### src/rtl/fetch_prefetch_unit_pkg.sv
// fetch_prefetch_unit_pkg: shared fetch FSM encoding and fetch constants
package fetch_prefetch_unit_pkg;
  typedef enum logic [1:0] {
    IDLE = 2'd0,
    WAIT = 2'd1,
    DROP = 2'd2
  } fetch_state_e;
  localparam int INSTR_BYTES = 4;
  localparam logic [31:0] DEFAULT_RESET_PC = 32'h0000_0000;
endpackage

### src/rtl/fetch_prefetch_unit_queue.sv
// fetch_prefetch_unit_queue: DEPTH-entry shift FIFO of {pc,instr}; slot 0 is the head and keeps its value when emptied
module fetch_prefetch_unit_queue #(
  parameter int W = 32,
  parameter int DEPTH = 2,
  localparam int CW = $clog2(DEPTH + 1)
) (
  input  logic          clk,
  input  logic          rst,
  input  logic          push_i,
  input  logic          pop_i,
  input  logic          flush_i,
  input  logic [W-1:0]  push_pc_i,
  input  logic [W-1:0]  push_instr_i,
  output logic [W-1:0]  head_pc_o,
  output logic [W-1:0]  head_instr_o,
  output logic [CW-1:0] count_o,
  output logic          full_o,
  output logic          empty_o
);
  logic [2*W-1:0] mem_q [DEPTH];
  logic [CW-1:0]  count_q;
  logic [CW-1:0]  keep;
  assign keep = count_q - CW'(pop_i);
  always_ff @(posedge clk or posedge rst)
    if (rst) begin
      count_q <= '0;
      for (int i = 0; i < DEPTH; i++) mem_q[i] <= '0;
    end else if (flush_i) begin
      count_q <= '0;
    end else begin
      count_q <= keep + CW'(push_i);
      for (int i = 0; i < DEPTH - 1; i++)
        if (pop_i && i + 1 < int'(count_q)) mem_q[i] <= mem_q[i+1];
      for (int i = 0; i < DEPTH; i++)
        if (push_i && i == int'(keep)) mem_q[i] <= {push_pc_i, push_instr_i};
    end
  assign head_pc_o    = mem_q[0][2*W-1:W];
  assign head_instr_o = mem_q[0][W-1:0];
  assign count_o      = count_q;
  assign full_o       = count_q == CW'(DEPTH);
  assign empty_o      = count_q == '0;
endmodule

### src/rtl/fetch_prefetch_unit.sv
// fetch_prefetch_unit: PC owner issuing req/ack imem reads into a {pc,instr} queue with beq redirect and flush
module fetch_prefetch_unit
  import fetch_prefetch_unit_pkg::*;
#(
  parameter int N = 32,
  parameter int DEPTH = 2,
  parameter logic [N-1:0] RESET_PC = N'(DEFAULT_RESET_PC)
) (
  input  logic         clk,
  input  logic         rst,
  output logic         imem_req,
  output logic [N-1:0] imem_addr,
  input  logic         imem_ack,
  input  logic [N-1:0] imem_data,
  output logic         instr_valid,
  output logic [N-1:0] instr,
  output logic [N-1:0] instr_pc,
  input  logic         instr_ready,
  input  logic         Branch,
  input  logic         zero_flag,
  input  logic [N-1:0] immediate
);
  localparam int CW = $clog2(DEPTH + 1);
  fetch_state_e  state_q, state_d;
  logic [N-1:0]  fetch_pc_q, fetch_pc_d, drop_addr_q, drop_addr_d, target;
  logic [CW-1:0] count;
  logic          full, empty, accept, taken, push, room_after_push;
  assign accept          = instr_valid & instr_ready;
  assign taken           = accept & Branch & zero_flag;
  assign target          = instr_pc + N'(INSTR_BYTES) + (immediate << 2);
  assign instr_valid     = !empty;
  assign room_after_push = count - CW'(accept) + CW'(1) < CW'(DEPTH);
  // DROP keeps presenting the abandoned address while fetch_pc already holds the branch target
  always_comb begin
    state_d     = state_q;
    fetch_pc_d  = fetch_pc_q;
    drop_addr_d = drop_addr_q;
    push        = 1'b0;
    imem_req    = state_q != IDLE;
    imem_addr   = state_q == DROP ? drop_addr_q : fetch_pc_q;
    case (state_q)
      IDLE: state_d = (!full || accept) ? WAIT : IDLE;
      WAIT: begin
        push        = imem_ack && !taken;
        fetch_pc_d  = push ? fetch_pc_q + N'(INSTR_BYTES) : fetch_pc_q;
        drop_addr_d = taken ? fetch_pc_q : drop_addr_q;
        state_d     = push ? (room_after_push ? WAIT : IDLE) : taken ? (imem_ack ? IDLE : DROP) : WAIT;
      end
      DROP: state_d = imem_ack ? IDLE : DROP;
      default: state_d = IDLE;
    endcase
    if (taken) fetch_pc_d = target;
  end
  always_ff @(posedge clk or posedge rst)
    if (rst) begin
      state_q     <= IDLE;
      fetch_pc_q  <= RESET_PC;
      drop_addr_q <= '0;
    end else begin
      state_q     <= state_d;
      fetch_pc_q  <= fetch_pc_d;
      drop_addr_q <= drop_addr_d;
    end
  fetch_prefetch_unit_queue #(.W(N), .DEPTH(DEPTH)) u_queue (
    .clk          (clk),
    .rst          (rst),
    .push_i       (push),
    .pop_i        (accept),
    .flush_i      (taken),
    .push_pc_i    (fetch_pc_q),
    .push_instr_i (imem_data),
    .head_pc_o    (instr_pc),
    .head_instr_o (instr),
    .count_o      (count),
    .full_o       (full),
    .empty_o      (empty)
  );
endmodule
### config.mk
export PLATFORM = sky130hd
export DESIGN_NAME = fetch_prefetch_unit
export DESIGN_NICKNAME = d
export VERILOG_FILES = /design/src/rtl/fetch_prefetch_unit_pkg.sv /design/src/rtl/fetch_prefetch_unit_queue.sv /design/src/rtl/fetch_prefetch_unit.sv
export SDC_FILE = /design/constraint.sdc
export NUM_CORES = 1
export LEC_CHECK = 0
export ABC_AREA = 1
export CAP_MARGIN = 15
export CORE_MARGIN = 1
export CORE_UTILIZATION = 30
export CTS_CLUSTER_DIAMETER = 60
export DETAILED_ROUTE_END_ITERATION = 8
export GPL_TIMING_DRIVEN = 0
export PLACE_DENSITY = 0.57
export SKIP_CTS_REPAIR_TIMING = 1
export SLEW_MARGIN = 10
export SYNTH_ARGS = -nofsm -noshare
export SYNTH_HDL_FRONTEND = slang
export SYNTH_HIERARCHICAL = 1
export SYNTH_SLANG_ARGS = --single-unit
### constraint.sdc
create_clock -name clk -period 11 [get_ports clk]
set_input_delay 2.2 -clock clk [delete_from_list [all_inputs] [get_ports clk]]
set_output_delay 2.2 -clock clk [all_outputs]
set_load 0.01 [all_outputs]
==> summary.md <==
| Metric | Value |
|---|---|
| Status | `complete, no violations` |
| WP data arrival | `5.67 ns` |
| Worst min-delay path class | `register to register` |
| GP Congestion | `0.884` |
| Worst VDD drop | `0.132 mV` |
| Min Tclk post-route | `5.28 ns` |
| Commonest non-fill, non-tap cells in the layout | `nand2_1, dfrtp_1, clkdlybuf4s50_1` |
| Routed len/inst | `17.4 um` |
| Die X | `207 um` |
| # IOs | `168` |
| EDFF count, synth | `0` |
| Clock transition at the registers of the reported paths | `0.07 ns` |
| FFs w/ async S/R, synth | `1.00` |
| Mapped Avg Cell Area | `7.15 sq um` |
| 1st-iter DRT viols | `1112` |
| Max incr delay on CP | `0.80 ns` |
| IO buf count | `between 150 and 200` |
| Reg power frac | `0.290` |
| Yosys warnings | `6` |
| Post-DP Area | `15000 sq um` |
| DRT Pass-1 Iters | `6` |
| P_leak | `around 0.0083 uW` |
| Flops & latches, synth | `just under 200` |
| Ant diodes | `0` |
| # DRC | `0` |
| Mapped Cells | `approximately 1800` |
| WHS Path Cells | `2` |
| Crit end category | `register` |
| Pint | `2320 uW` |
| RSZ-0062 raised after global routing | `false` |
| Psw | `2120 uW` |
| Required @ worst endpoint | `roughly 11 ns` |
| Via count | `approximately 12000` |
| R2R depth | `14` |
| Slew margin rel. | `0.324` |
| Num CTS Buffers | `17` |
| First-pass GRT wire length | `69000 um` |
| Max-cap viol count | `0` |
| Leading register cell type out of synthesis | `dfrtp_1` |
| Hold WS | `0.474 ns` |
| Post-route cell area | `15600 sq um` |
| Setup TNS | `0 ns` |
| CP Max Fanout | `12` |
| Post-layout util | `0.380` |
| Starting Density | `0.307` |
| Post-route ant nets | `0` |
| Die ar. | `between 40000 and 50000 sq um` |
| Power Dens Cells | `284 nW/um^2` |
| CTS Buffer Depth | `2` |
| Crit path kind | `input pin to register` |
| Final Max Tran Viols | `0` |
| Largest net degree at the start of global routing | `67` |
| Layout Area Growth over Synthesis | `23.4%` |
| CTS sink count | `196` |
| WL final | `approximately 44000 um` |
| Clock Tree Root | `clkbuf_16` |
| Power share of the clock group | `0.144` |
| # setup viols final | `0` |
| Combinational fraction of design power | `0.566` |
| Post-synth cell types | `42` |
| Most frequent cell on the critical path | `nand2_1` |
| Layout net count | `2089` |
| Initial antenna violation count | `0` |
| Final period utilization | `0.480` |
| Layout Skew | `0.0193 ns` |
| Die H | `between 200 and 250 um` |
| Vias in the first global route | `12029` |
| Max Clock Freq | `189 MHz` |
| Crit-path cells | `clkdlybuf4s50_1, nand2_1, inv_2, nand3_1, inv_2, buf_1, inv_1, nand2_1, nor2_1, nand2_2, buf_2, nand2_1, nand2_1` |
| Final hold vios | `0` |
| Syn nets | `1903` |
| Vias per cell | `4.95` |
| DP HPWL | `33300 um` |
| Worst-Skew Late Latency | `between 0.4 and 0.5 ns` |
| Post-synthesis sequential area ratio | `0.387` |
| Layout cells sized above 1 | `0.0928` |
| Core area | `41200 sq um` |
| Least-Margin Pin Slew | `1.01 ns` |
| Max H-tree Level | `4` |
| Row cnt | `74` |
| CP max-delay cell | `buf_1` |
| Net Sw Frac | `0.478` |
| Tot GR Track Use | `0.206` |
| PnR Total Power | `4440 uW` |
| Post-synthesis cell area | `between 10000 and 15000 sq um` |
| CTS tree | `yes` |
| Most common cell after layout, fill and taps aside | `nand2_1` |
| Overflow after GRT | `0` |
| CP Launch Type | `input pin` |
[sequential cells by signal, summed over array words and instances (netlist names)]
| register | count |
|---|---|
| u_queue/mem_q | 64 |
| drop_addr_q | 32 |
| fetch_pc_q | 32 |
| u_queue/head_instr_o | 32 |
| u_queue/head_pc_o | 32 |
| state_q | 2 |
| u_queue/count_o | 2 |
[per-stage QoR]
stage	std cells	worst slack [ns]
after detailed placement	2471	5.24
after global placement	2469	3.04
after CTS	2503	5.72
after floorplan	1772	5.33
after global routing	2503	5.49
final	2503	5.72
[metal layers]
| layer | track usage | up-vias | wire length, um |
|---|---|---|---|
| li1 | - | 6028 | - |
| met1 | 0.284 | 5946 | 20200 |
| met2 | 0.336 | 372 | 20400 |
| met3 | 0.0247 | 42 | 1970 |
| met4 | 0.0638 | 0 | 1030 |
| met5 | 0 | - | 0 |
[synth_stat cells, types with 4 or more instances]
cell | count | area [sq um]
xor2_1 | 11 | 96.3
buf_1 | 5 | 18.8
inv_2 | 14 | 52.6
nor4_1 | 4 | 25.0
nand4_1 | 80 | 500
buf_4 | 73 | 548
o211ai_1 | 4 | 30.0
nor2_1 | 98 | 368
nor3_1 | 11 | 55.1
buf_2 | 34 | 170
xnor2_1 | 4 | 35.0
ha_1 | 60 | 751
o21ai_1 | 14 | 70.1
nand3_2 | 4 | 40.0
nand2_1 | 696 | 2610
a31oi_1 | 4 | 25.0
buf_6 | 6 | 67.6
inv_1 | 123 | 462
nand3_1 | 131 | 656
o21bai_1 | 9 | 67.6
a21oi_1 | 80 | 400
dfrtp_1 | 196 | 4900
clkbuf_1 | 29 | 109
o21ai_0 | 44 | 220
[path summary, 6_finish.rpt]
check / start / to / slack, ns
hold reg to reg: u_queue/mem_q[49] / u_queue/mem_q[49] / 0.47
min in group asynchronous: rst / drop_addr_q[1] / 2.14
setup / recovery: instr_ready / u_queue/mem_q[41] / 5.72
setup reg to reg: u_queue/count_o[1] / u_queue/mem_q[41] / 7.25
max in group asynchronous: rst / u_queue/mem_q[52] / 7.90
hold / removal: u_queue/mem_q[49] / u_queue/mem_q[49] / 0.47
[area by class of cell]
cell class	count	area [sq um]
fillers	4318	25600
well taps	532	666
plain buffers	147	913
repair buffers	167	1710
flip-flops and latches	196	4900
clock inverters	14	160
clock buffers	18	429
multi-input cells	1292	6330
inverters	137	522
[critical path, delay by kind of cell]
kind / cells / cell delay, ns
and+or+nand+nor: 7 / 1.12
buffers and inverters: 6 / 2.33
[cells by family (layout without fill, tap and decap cells)]
kind of cell | Yosys count | in the layout | synth area share
xor gates and xnor gates | 15 | 15 | 0.0104
and+or+nand+nor | 1046 | 1046 | 0.355
adders and majority gates | 61 | 61 | 0.0608
DFF | 196 | 196 | 0.387
buffers and inverters | 284 | 483 | 0.113
AOI/OAI and AO/OA | 170 | 170 | 0.0737
[power groups by stage]
stage / combinational [uW] / sequential (uW) / clock [uW]
2_1_floorplan: 1600 / 1220 / 0
3_3_place_gp: 2470 / 1280 / 0
3_5_place_dp: 2510 / 1290 / 0
4_1_cts: 2520 / 1280 / 651
5_1_grt: 2800 / 1330 / 678
6_report: 2510 / 1290 / 637
Note: power is estimated with default switching activity, not from simulation.
